### src/rtl/md_pkg.sv
// Shared definitions for the MULDIV issue controller: instruction encodings,
// MULDIV op codes and the issue FSM states.
package md_pkg;

    localparam logic [2:0] MD_MULT  = 3'd0;
    localparam logic [2:0] MD_MULTU = 3'd1;
    localparam logic [2:0] MD_DIV   = 3'd2;
    localparam logic [2:0] MD_DIVU  = 3'd3;
    localparam logic [2:0] MD_MTHI  = 3'd4;
    localparam logic [2:0] MD_MTLO  = 3'd5;
    localparam logic [2:0] MD_MFHI  = 3'd6;
    localparam logic [2:0] MD_MFLO  = 3'd7;

    localparam logic [1:0] MDU_MULT  = 2'd0;
    localparam logic [1:0] MDU_MULTU = 2'd1;
    localparam logic [1:0] MDU_DIV   = 2'd2;
    localparam logic [1:0] MDU_DIVU  = 2'd3;

    typedef enum logic [2:0] {
        ST_IDLE  = 3'd0,
        ST_START = 3'd1,
        ST_ARM   = 3'd2,
        ST_WAIT  = 3'd3,
        ST_WRITE = 3'd4
    } md_state_e;

endpackage

### src/rtl/md_op_decode.sv
// Combinational classification of the EX-stage MD instruction opcode.
module md_op_decode
    import md_pkg::*;
(
    input  logic [2:0] in_op_i,
    output logic       is_muldiv_o,
    output logic       is_mt_o,
    output logic       is_mf_o,
    output logic [1:0] md_op_o,
    output logic       hilo_o
);

    assign is_muldiv_o = (in_op_i == MD_MULT) | (in_op_i == MD_MULTU) |
                         (in_op_i == MD_DIV)  | (in_op_i == MD_DIVU);
    assign is_mt_o     = (in_op_i == MD_MTHI) | (in_op_i == MD_MTLO);
    assign is_mf_o     = (in_op_i == MD_MFHI) | (in_op_i == MD_MFLO);
    assign md_op_o     = in_op_i[1:0];
    // Meaningful only for move instructions: HI for MTHI/MFHI, LO otherwise.
    assign hilo_o      = (in_op_i == MD_MTHI) | (in_op_i == MD_MFHI);

endmodule

### src/rtl/md_issue_ctrl.sv
// Issues MULT/DIV and HI/LO moves from EX to the MULDIV unit, stalling EX while busy.
// Optional build macro MD_FLUSH_EN adds a flush input that cancels pending strobes.
module md_issue_ctrl
    import md_pkg::*;
(
    input  logic        clk,
    input  logic        reset,
`ifdef MD_FLUSH_EN
    input  logic        flush,
`endif
    input  logic        in_valid,
    input  logic [2:0]  in_op,
    input  logic [31:0] in_rs,
    input  logic [31:0] in_rt,
    output logic        in_ready,
    input  logic        md_busy,
    input  logic [31:0] md_hi,
    input  logic [31:0] md_lo,
    output logic        md_start,
    output logic [1:0]  md_op,
    output logic        md_we,
    output logic        md_hilo,
    output logic [31:0] md_d1,
    output logic [31:0] md_d2,
    output logic        rd_valid,
    output logic [31:0] rd_data
);

    logic flush_w;
`ifdef MD_FLUSH_EN
    assign flush_w = flush;
`else
    assign flush_w = 1'b0;
`endif

    md_state_e   state_q, state_d;
    logic [1:0]  md_op_q;
    logic [31:0] d1_q, d2_q;
    logic        hilo_q;
    logic        rd_valid_q;
    logic [31:0] rd_data_q;

    logic        is_muldiv, is_mt, is_mf, dec_hilo;
    logic [1:0]  dec_op;
    logic        accept;

    md_op_decode u_decode (
        .in_op_i     (in_op),
        .is_muldiv_o (is_muldiv),
        .is_mt_o     (is_mt),
        .is_mf_o     (is_mf),
        .md_op_o     (dec_op),
        .hilo_o      (dec_hilo)
    );

    assign in_ready = (state_q == ST_IDLE) & ~reset & ~flush_w;
    assign accept   = in_valid & in_ready;

    always_comb begin
        state_d = state_q;
        case (state_q)
            ST_IDLE: begin
                if (accept && is_muldiv)
                    state_d = ST_START;
                else if (accept && is_mt)
                    state_d = ST_WRITE;
            end
            ST_START: state_d = flush_w ? ST_IDLE : ST_ARM;
            // MULDIV sees the start only now, so busy is first meaningful here.
            ST_ARM:   state_d = md_busy ? ST_WAIT : ST_IDLE;
            ST_WAIT:  state_d = md_busy ? ST_WAIT : ST_IDLE;
            ST_WRITE: state_d = ST_IDLE;
            default:  state_d = ST_IDLE;
        endcase
    end

    always_ff @(posedge clk) begin
        if (reset) begin
            state_q    <= ST_IDLE;
            md_op_q    <= MDU_MULT;
            d1_q       <= 32'd0;
            d2_q       <= 32'd0;
            hilo_q     <= 1'b0;
            rd_valid_q <= 1'b0;
            rd_data_q  <= 32'd0;
        end else begin
            state_q    <= state_d;
            rd_valid_q <= accept & is_mf;
            if (accept && is_mf)
                rd_data_q <= dec_hilo ? md_hi : md_lo;
            if (accept && is_muldiv) begin
                md_op_q <= dec_op;
                d1_q    <= in_rs;
                d2_q    <= in_rt;
            end
            if (accept && is_mt) begin
                d1_q   <= in_rs;
                hilo_q <= dec_hilo;
            end
        end
    end

    // Strobes are gated combinationally so a flush cancels them in the same cycle.
    assign md_start = (state_q == ST_START) & ~flush_w;
    assign md_we    = (state_q == ST_WRITE) & ~flush_w;
    assign rd_valid = rd_valid_q & ~flush_w;
    assign rd_data  = rd_data_q;
    assign md_op    = md_op_q;
    assign md_d1    = d1_q;
    assign md_d2    = d2_q;
    assign md_hilo  = hilo_q;

endmodule
### config.mk
export PLATFORM = sky130hd
export DESIGN_NAME = md_issue_ctrl
export DESIGN_NICKNAME = d
export VERILOG_FILES = /design/src/rtl/md_pkg.sv /design/src/rtl/md_op_decode.sv /design/src/rtl/md_issue_ctrl.sv
export SDC_FILE = /design/constraint.sdc
export NUM_CORES = 1
export LEC_CHECK = 0
export ABC_AREA = 0
export CORE_MARGIN = 4
export CORE_UTILIZATION = 25
export DETAILED_ROUTE_END_ITERATION = 16
export SLEW_MARGIN = 20
export SYNTH_ARGS = -nofsm -noshare
export SYNTH_HDL_FRONTEND = slang
export SYNTH_SLANG_ARGS = --single-unit
### constraint.sdc
create_clock -name clk -period 1.6 [get_ports clk]
set_input_delay 0.32 -clock clk [delete_from_list [all_inputs] [get_ports clk]]
set_output_delay 0.32 -clock clk [all_outputs]
set_load 0.05 [all_outputs]
==> results of run 1 <==
==> tightest hold or removal path, delay by kind of cell, from the launching register on <==
family	cells	cell delay, ns
flops	1	0.32
compound gates	1	0.05
simple gates	1	0.05
==> state kept, by name, indices dropped and copies added (netlist names) <==
signal	flops
md_d1	32
md_d2	32
rd_data	32
state_q	3
md_op	2
md_hilo	1
rd_valid	1
==> worst paths after layout <==
check | cells after the start | endpoint | slack [ns] | startpoint
setup / recovery | 3 | in_ready | -0.18 | state_q[0]$_SDFFE_PP0P_
hold / removal | 2 | md_d2[17]$_SDFFE_PP0P_ | 0.46 | md_d2[17]$_SDFFE_PP0P_
setup reg to reg | 6 | md_d1[8]$_SDFFE_PP0P_ | -0.04 | state_q[0]$_SDFFE_PP0P_
hold reg to reg | 2 | md_d2[17]$_SDFFE_PP0P_ | 0.46 | md_d2[17]$_SDFFE_PP0P_
==> layout make-up <==
class	instances	area, um2	area share, %
multi-input cells	317	2077	28.31
well taps	225	281.5	3.837
clock buffers	10	239.0	3.257
inverters	2	20.02	0.2729
clock inverters	6	66.31	0.9038
repair buffers	274	2585	35.23
flip-flops and latches	103	2068	28.19
==> power breakdown <==
group,internal (mW),switching (mW)
sequential,2.69,0.0712
combinational,0.683,0.878
clock,1.26,0.976
==> logic make-up (layout without fill, tap and decap cells) <==
logic type	after synthesis	count (layout)	share of synthesized area, %
mux	33	33	7.536
buf+inv	56	292	7.108
flops	103	103	47.05
simple gates	113	113	13.02
compound gates	171	171	25.29
==> metrics by stage <==
stage / instances / hold slack, ns / TNS (ns) / setup WS [ns]
2_1_floorplan: 476 / 0.4170 / 0 / 0.01051
3_5_place_dp: 913 / 0.4585 / -25.58 / -0.4178
6_report: 937 / 0.4639 / -0.6265 / -0.1814
4_1_cts: 931 / 0.4698 / -1.089 / -0.2204
3_3_place_gp: 913 / 0.4500 / -21.67 / -0.3590
5_1_grt: 937 / 0.4909 / -3.195 / -0.2295
==> routing by layer <==
| metal | GRT usage [%] | vias up |
|---|---|---|
| met3 | 4.575 | 20 |
| met1 | 17.08 | 2077 |
| met5 | 0 | - |
| li1 | - | 2209 |
| met2 | 24.22 | 169 |
| met4 | 4.742 | 0 |
==> repair_timing <==
item | in CTS | in global routing
cloned | 0 | 1
setup buffers | 2 | 5
hold endpoints to repair | 0 | 0
setup endpoints to repair | 9 | 69
pin swaps | 2 | 8
resized for setup | 7 | 23
==> cell usage in the layout (no fill, tap or decap), types with 19 or more instances in the layout <==
cell / n
a211oi_1: 23
a21oi_1: 67
buf_4: 120
clkdlybuf4s50_1: 133
dfxtp_1: 100
mux2i_1: 33
nand2_1: 32
nand3_1: 66
o211ai_1: 19
o21ai_0: 31
==> out/results.txt, run 1 <==
Cell family with the largest share of critical-path delay = simple AND/OR/NAND/NOR gates
Leak = 3.084 nW
Synth Register Bits = 103
Synth-to-layout area growth = 67.40%
Dpl cell area = 0.006867 mm2
DR WL met3 = 1145 um
Avg Vias per Cell = 4.776
Synth Instances = 476
Drt first pass iters = 4
Worst slew pin tran = 0.6694 ns
Ranking of synthesized cells by area = dfxtp_1 47%, a21oi_1 7.7%, mux2i_1 7.5%, nand3_1 7.5%, a211oi_1 5.3%
Final setup margin = -0.1814 ns
CP cell instances = or4_4 > clkinv_8 > buf_12
Tot Pwr = 6.557 mW
DR DRC count = 0
Mapped Nets = 611
Status = complete, but fails checks
Chip width = 140.4 um
Buffer depth of the longest clock path = 2
Post-route ant nets = 0
DIE HEIGHT = 140.4 um
Fmax = 561.4 MHz
Slowest stage cell, crit path = or4_4
Max-cap violations = 0
Violated checks = negative setup slack
PortBufs = 237
Critical Path Max Stage Delay = 0.59 ns
Row count = 48
Number of global-route vias before repair = 4462
Post-synth ARST share = 0%
Via count = 4475
YS warnings = 0
Endpoint kind of the worst setup timing path = output port
Placer congestion estimate = 0.7833
First-pass GRT wire length = 23050 um
Maximum number of pins on one net before global-route repair = 60
Total track usage = 14.28%
Fin util = 42.57%
Crit-path max FO = 2
Post-synth EDFFs = 0
DR top layer = met4
Ys flop type = dfxtp_1
Post-CTS Hold Fix Bufs = 0
Worst skew pair latency = 0.35 ns
Worst hold path class = flop to flop
Nets = 842
P per Cell Area = 893.7 mW/mm2
VDD IR-drop max = 479.9 uV
Layout cells sized above 1 = 27.25%
Part of the cycle the worst path needs = 111.3%
Max-slew violations = 0
Slew margin rel. = 55.38%
Crit path required time = 1.28 ns
IO Pins = 238
Critical Path Source Type = flop
Most common cell in the netlist = dfxtp_1
Synth area leader = dfxtp_1
Yosys cell types = 33
Initial core utilization = 25.43%
Core area = 0.01724 mm2
Clock skew = 0.007422 ns
# setup viols final = 25
Synth Area per Inst = 9.208 um2
Fillers = 1654
WL/cell = 15.87 um
WL final = 14870 um
First DRT Iteration DRCs = 157
Routed wire length on met2 = 7228 um
Post-synthesis sequential area ratio = 47.05%
Initial antenna violation count = 0
CTS tree = built
Top cells by count, synth = 103 x dfxtp_1, 67 x a21oi_1, 66 x nand3_1
CTS clock-pin slew for the worst setup and hold paths = 0.07 ns
RSZ-0062 raised after global routing = yes
Final min period = 1.781 ns
Top cell type's share of synthesized area = 47.05%
Root Buffer = clkbuf_16
Ant diodes = 0
DP HPWL = 11000 um
Synthesized cell area = 0.004383 mm2
Depth of the CTS H-tree = 3
Length of routed wiring on met1 = 6197 um
Fin. Hold Viols = 0
CTS Buf Count = 9
Die area = 0.01971 mm2
WS Path Type = flop to output port
Clock sinks = 103
Critical Path AT = 1.46 ns
Total gr overflow = 0
Design area = 0.007337 mm2
Crit path buf inv count = 2
(Power assumes the default switching activity.)
==> inputs of run 2 (changes only) <==
==> constraint.sdc (replaced) <==
create_clock -name clk -period 1.5 [get_ports clk]
set_input_delay 0.3 -clock clk [delete_from_list [all_inputs] [get_ports clk]]
set_output_delay 0.3 -clock clk [all_outputs]
set_load 0.05 [all_outputs]
==> run 2 against run 1 <==
Effect of this change: the flow still finishes with violations (negative setup slack); wire length is 17% higher; core utilization increased by 12 points; design area grew 27%; clock skew grew 0.00072 ns; flip-flop and latch count did not move; largest power group unchanged; highest routed layer is now met5.
==> out/results.txt, run 2 (synthesized netlist as in run 1, its figures left out) <==
CTS clock-pin slew for the worst setup and hold paths = 0.07 ns
Initial core utilization = 25.43%
VDD IR-drop max = 514.0 uV
Status = complete, but fails checks
Endpoint kind of the worst setup timing path = output port
Final std cells w/o fill = 958
Fin. Hold Viols = 0
Total gr overflow = 0
Worst R2R Start = state_q[0]$_SDFFE_PP0P_
Slew margin rel. = 63.03%
Part of the cycle the worst path needs = 116.4%
TNS Setup = -8.856 ns
Worst slew pin tran = 0.5546 ns
DP HPWL = 12040 um
Violated checks = negative setup slack
WL/cell = 18.19 um
Fillers = 1406
Depth of the CTS H-tree = 3
Die area = 0.01971 mm2
Buffer depth of the longest clock path = 2
Synth-to-layout area growth = 112.9%
Clock sinks = 103
Most frequent cells in the layout = 131 x clkdlybuf4s50_1, 122 x buf_12, 101 x dfxtp_1, 46 x nand3_1, 46 x a21oi_1
Critical Path Max Stage Delay = 0.57 ns
DR DRC count = 0
DIE HEIGHT = 140.4 um
Most common cell after layout, fill and taps aside = clkdlybuf4s50_1
Placer congestion estimate = 0.7864
Maximum number of pins on one net before global-route repair = 38
First-pass GRT wire length = 25690 um
First DRT Iteration DRCs = 142
Chip width = 140.4 um
Nets = 863
CTS Buf Count = 9
Area occupied by multi-input gates = 0.002382 mm2
Total track usage = 16.02%
Final setup margin = -0.2457 ns
Post-CTS Hold Fix Bufs = 0
Critical Path Source Type = flop
Crit path required time = 1.20 ns
CTS tree = built
Max-cap violations = 0
Final min period = 1.746 ns
Cell family with the largest share of critical-path delay = simple AND/OR/NAND/NOR gates
Clock skew = 0.008147 ns
Worst skew pair latency = 0.34 ns
IO Pins = 238
Register area = 0.002064 mm2
Crit-path max FO = 2
Initial antenna violation count = 1
Number of global-route vias before repair = 4703
Row count = 48
# setup viols final = 68
Core area = 0.01724 mm2
Max-slew violations = 0
Ant diodes = 0
Crit path buf inv count = 2
Hold_sp = in_valid
Leak = 3.624 nW
Drt first pass iters = 4
Via count = 4745
Avg Vias per Cell = 4.953
PortBufs = 237
Slowest stage cell, crit path = or4_4
Critical Path AT = 1.45 ns
Worst hold path class = primary input to flop
Layout cells sized above 1 = 35.33%
Inst Count DP = 919
RSZ-0062 raised after global routing = yes
WL final = 17420 um
P per Cell Area = 818.1 mW/mm2
CP cell instances = or4_4 > clkinv_8 > buf_12
WS Path Type = flop to output port
Post-route ant nets = 0
Fmax = 572.9 MHz
Crit path from = state_q[0]$_SDFFE_PP0P_
Root Buffer = clkbuf_16
[run 2: cell count changes in the layout (fill, tap and decap cells not counted), sizes merged]
cell,previous run,this run
clkdlybuf4s50,133,131
buf,141,157
clkbuf,10,15
dlymetal6s2s,0,2
clkinv,4,2
clkinvlp,0,2
[run 2: worst paths after layout]
| kind | end | slack, ns | cells past startpoint |
|---|---|---|---|
| setup / recovery | in_ready | -0.25 | 3 |
| hold reg to reg | md_d2[20]$_SDFFE_PP0P_ | 0.49 | 2 |
| setup reg to reg | md_d1[11]$_SDFFE_PP0P_ | -0.25 | 8 |
| hold / removal | rd_valid$_SDFF_PP0_ | 0.42 | 4 |
[run 2: report_power, final]
part           switching [mW]  leakage [nW]  total (mW)  internal (mW)
clock                    1.05         0.145        2.40           1.35
sequential              0.147         0.842        3.01           2.87
combinational            1.05          2.64        2.22           1.17
total                    2.24          3.62        7.63           5.39
[run 2: area by class of cell]
type	count	share of cell area (%)
clock buffers	10	2.561
clock inverters	6	0.7241
inverters	2	0.2145
multi-input cells	317	25.53
flip-flops and latches	103	22.12
well taps	225	3.017
repair buffers	295	45.83
[run 2: timing repair]
action | 4_1_cts | 5_1_grt
hold endpoints to repair | 0 | 0
gates resized for setup | 29 | 76
buffers inserted | 12 | 2
gates cloned | 6 | 6
endpoints found under the setup margin | 44 | 90
pin swaps | 16 | 37
[run 2: per-layer routing]
| metal | global-route usage (%) | part of all wire [%] |
|---|---|---|
| met1 | 19.32 | 40 |
| met2 | 27.72 | 52 |
| met3 | 4.370 | 6.3 |
| met4 | 4.946 | 1.6 |
| met5 | 0 | 0.063 |
[run 2: tightest hold or removal path: stages]
cell            delay, ns
dlymetal6s2s_1       0.14
buf_6                0.14
nand4b_1             0.08
nor2_1               0.05
[run 2: metrics by stage]
stage | instance area, um2 | power (mW) | util (%) | setup WS (ns) | hold slack, ns
after floorplan | 4389 | 3.885 | - | 0.008570 | 0.3970
final | 9331 | 7.634 | 54.14 | -0.2457 | 0.4207
after global placement | 8190 | 5.006 | 47.52 | -0.4346 | 0.4832
after CTS | 8911 | 7.595 | 51.70 | -0.2633 | 0.4348
after global routing | 9331 | 7.918 | 54.14 | -0.2823 | 0.4375
after detailed placement | 8190 | 5.038 | 47.52 | -0.4424 | 0.4923
==> inputs of run 3 (changes only) <==
--- a/config.mk
+++ b/config.mk
@@ -9,7 +9,9 @@
 export CORE_MARGIN = 4
 export CORE_UTILIZATION = 25
 export DETAILED_ROUTE_END_ITERATION = 16
+export MAX_ROUTING_LAYER = met4
 export SLEW_MARGIN = 20
 export SYNTH_ARGS = -nofsm -noshare
 export SYNTH_HDL_FRONTEND = slang
 export SYNTH_SLANG_ARGS = --single-unit
+export TNS_END_PERCENT = 5
==> run 3 against run 2 <==
Effect of this change: the flow still finishes with violations (negative setup slack); hold slack worse by 0.047 ns; clock power down 8.7%; design area down 8.8%; critical path depth unchanged; cell count down 2.6%; via count down 4.9%; total power down 6.1%; non-clock buffer count down 25; flip-flop and latch count unchanged; worst setup slack better by 0.015 ns; critical path type unchanged; critical endpoint unchanged.
==> out/results.txt, run 3 (synthesized netlist as in run 1, its figures left out) <==
Status = complete, but fails checks
Violated checks = negative setup slack
DR DRC count = 0
WS Path Type = flop to output port
Layout cells sized above 1 = 26.41%
Drt first pass iters = 5
Endpoint kind of the worst setup timing path = output port
VDD IR-drop max = 535.6 uV
Ant diodes = 0
Max-cap violations = 0
Most frequent cells in the layout = 131 x clkdlybuf4s50_1, 114 x buf_12, 100 x dfxtp_1, 67 x a21oi_1, 66 x nand3_1
Slowest stage cell, crit path = or4_4
Post-CTS Hold Fix Bufs = 0
Row count = 48
Critical Path Max Stage Delay = 0.56 ns
First DRT Iteration DRCs = 151
Total track usage = 15.91%
PortBufs = 237
# setup viols final = 35
Max-slew violations = 0
Via count = 4514
Final min period = 1.731 ns
Part of the cycle the worst path needs = 115.4%
WL final = 15750 um
Nets = 838
Die area = 0.01971 mm2
Cell family with the largest share of critical-path delay = simple AND/OR/NAND/NOR gates
Initial core utilization = 25.43%
Fin. Hold Viols = 0
Leak = 3.353 nW
Hold path cells = 3
Synth-to-layout area growth = 94.15%
Buffer depth of the longest clock path = 2
RSZ-0062 raised after global routing = yes
Initial antenna violation count = 0
Final setup margin = -0.2305 ns
R2R cell count = 6
DP HPWL = 11850 um
Worst skew pair latency = 0.34 ns
Post-route ant nets = 0
Total gr overflow = 0
Clock skew = 0.007854 ns
CTS clock-pin slew for the worst setup and hold paths = 0.07 ns
IO Pins = 238
Core area = 0.01724 mm2
DIE HEIGHT = 140.4 um
Root Buffer = clkbuf_16
CP cell instances = or4_4 > clkinv_8 > buf_12
Worst hold path class = primary input to flop
Critical Path Source Type = flop
Worst slew pin tran = 0.3349 ns
Pre-CTS setup slack = -0.4304 ns
Fmax = 577.9 MHz
First-pass GRT wire length = 24520 um
Fin util = 49.37%
Avg Vias per Cell = 4.838
Crit path buf inv count = 2
Crit path required time = 1.20 ns
Placer congestion estimate = 0.7560
CTS tree = built
Clock sinks = 103
Crit-path max FO = 2
Most common cell after layout, fill and taps aside = clkdlybuf4s50_1
Chip width = 140.4 um
WL/cell = 16.88 um
Depth of the CTS H-tree = 3
Maximum number of pins on one net before global-route repair = 67
Critical Path AT = 1.43 ns
WP depth = 3
P per Cell Area = 842.0 mW/mm2
Number of global-route vias before repair = 4661
CTS Buf Count = 9
Slew margin rel. = 77.67%
-- run 3: where the power goes --
part	internal, mW	switching (mW)	leakage (nW)
Clock	1.13	1.06	0.132
Sequential	2.87	0.146	0.842
Combinational	1.03	0.934	2.38
-- run 3: what timing repair did --
item,CTS,global route
setup endpoints to repair,45,67
setup buffers,2,0
pin swaps,3,4
resized for setup,10,8
-- run 3: worst paths after layout --
kind | from | endpoint | slack (ns)
setup reg to reg | state_q[0]$_SDFFE_PP0P_ | md_d1[24]$_SDFFE_PP0P_ | -0.15
setup / recovery | state_q[0]$_SDFFE_PP0P_ | in_ready | -0.23
hold / removal | reset | md_hilo$_SDFFE_PP0P_ | 0.37
hold reg to reg | md_d2[30]$_SDFFE_PP0P_ | md_d2[30]$_SDFFE_PP0P_ | 0.49
-- run 3: final cells by class --
type                       instances  area (um2)
multi-input combinational        317        2077
inverter                           2       20.02
sequential                       103        2066
timing repair buffer             270        3792
fill                            1512        8727
tap                              225       281.5
clock inverter                     7       47.55
clock buffer                       9       225.2
-- run 3: worst register-to-register path, delay by kind of cell, from the launching register on --
kind | cells | cell delay [ns]
and+or+nand+nor | 2 | 0.63
buffers and inverters | 3 | 0.47
DFF | 1 | 0.32
AOI/OAI and AO/OA | 1 | 0.15
-- run 3: metrics by stage --
step | cells | power, mW | setup TNS [ns] | hold slack (ns) | area, um2
floorplan | 476 | 3.885 | -0.001523 | 0.3970 | 4388
global placement | 915 | 4.995 | -31.98 | 0.4815 | 8147
detailed placement | 915 | 5.026 | -35.49 | 0.4867 | 8147
CTS | 933 | 7.257 | -3.463 | 0.3554 | 8487
global route | 933 | 7.490 | -6.341 | 0.3710 | 8509
finish | 933 | 7.165 | -3.265 | 0.3737 | 8509
-- run 3: routing by layer --
metal	global-route usage (%)	share of wire [%]
met2	26.39	50
met1	18.45	40
met3	5.258	7.8
met4	4.437	1.6
met5	-	0
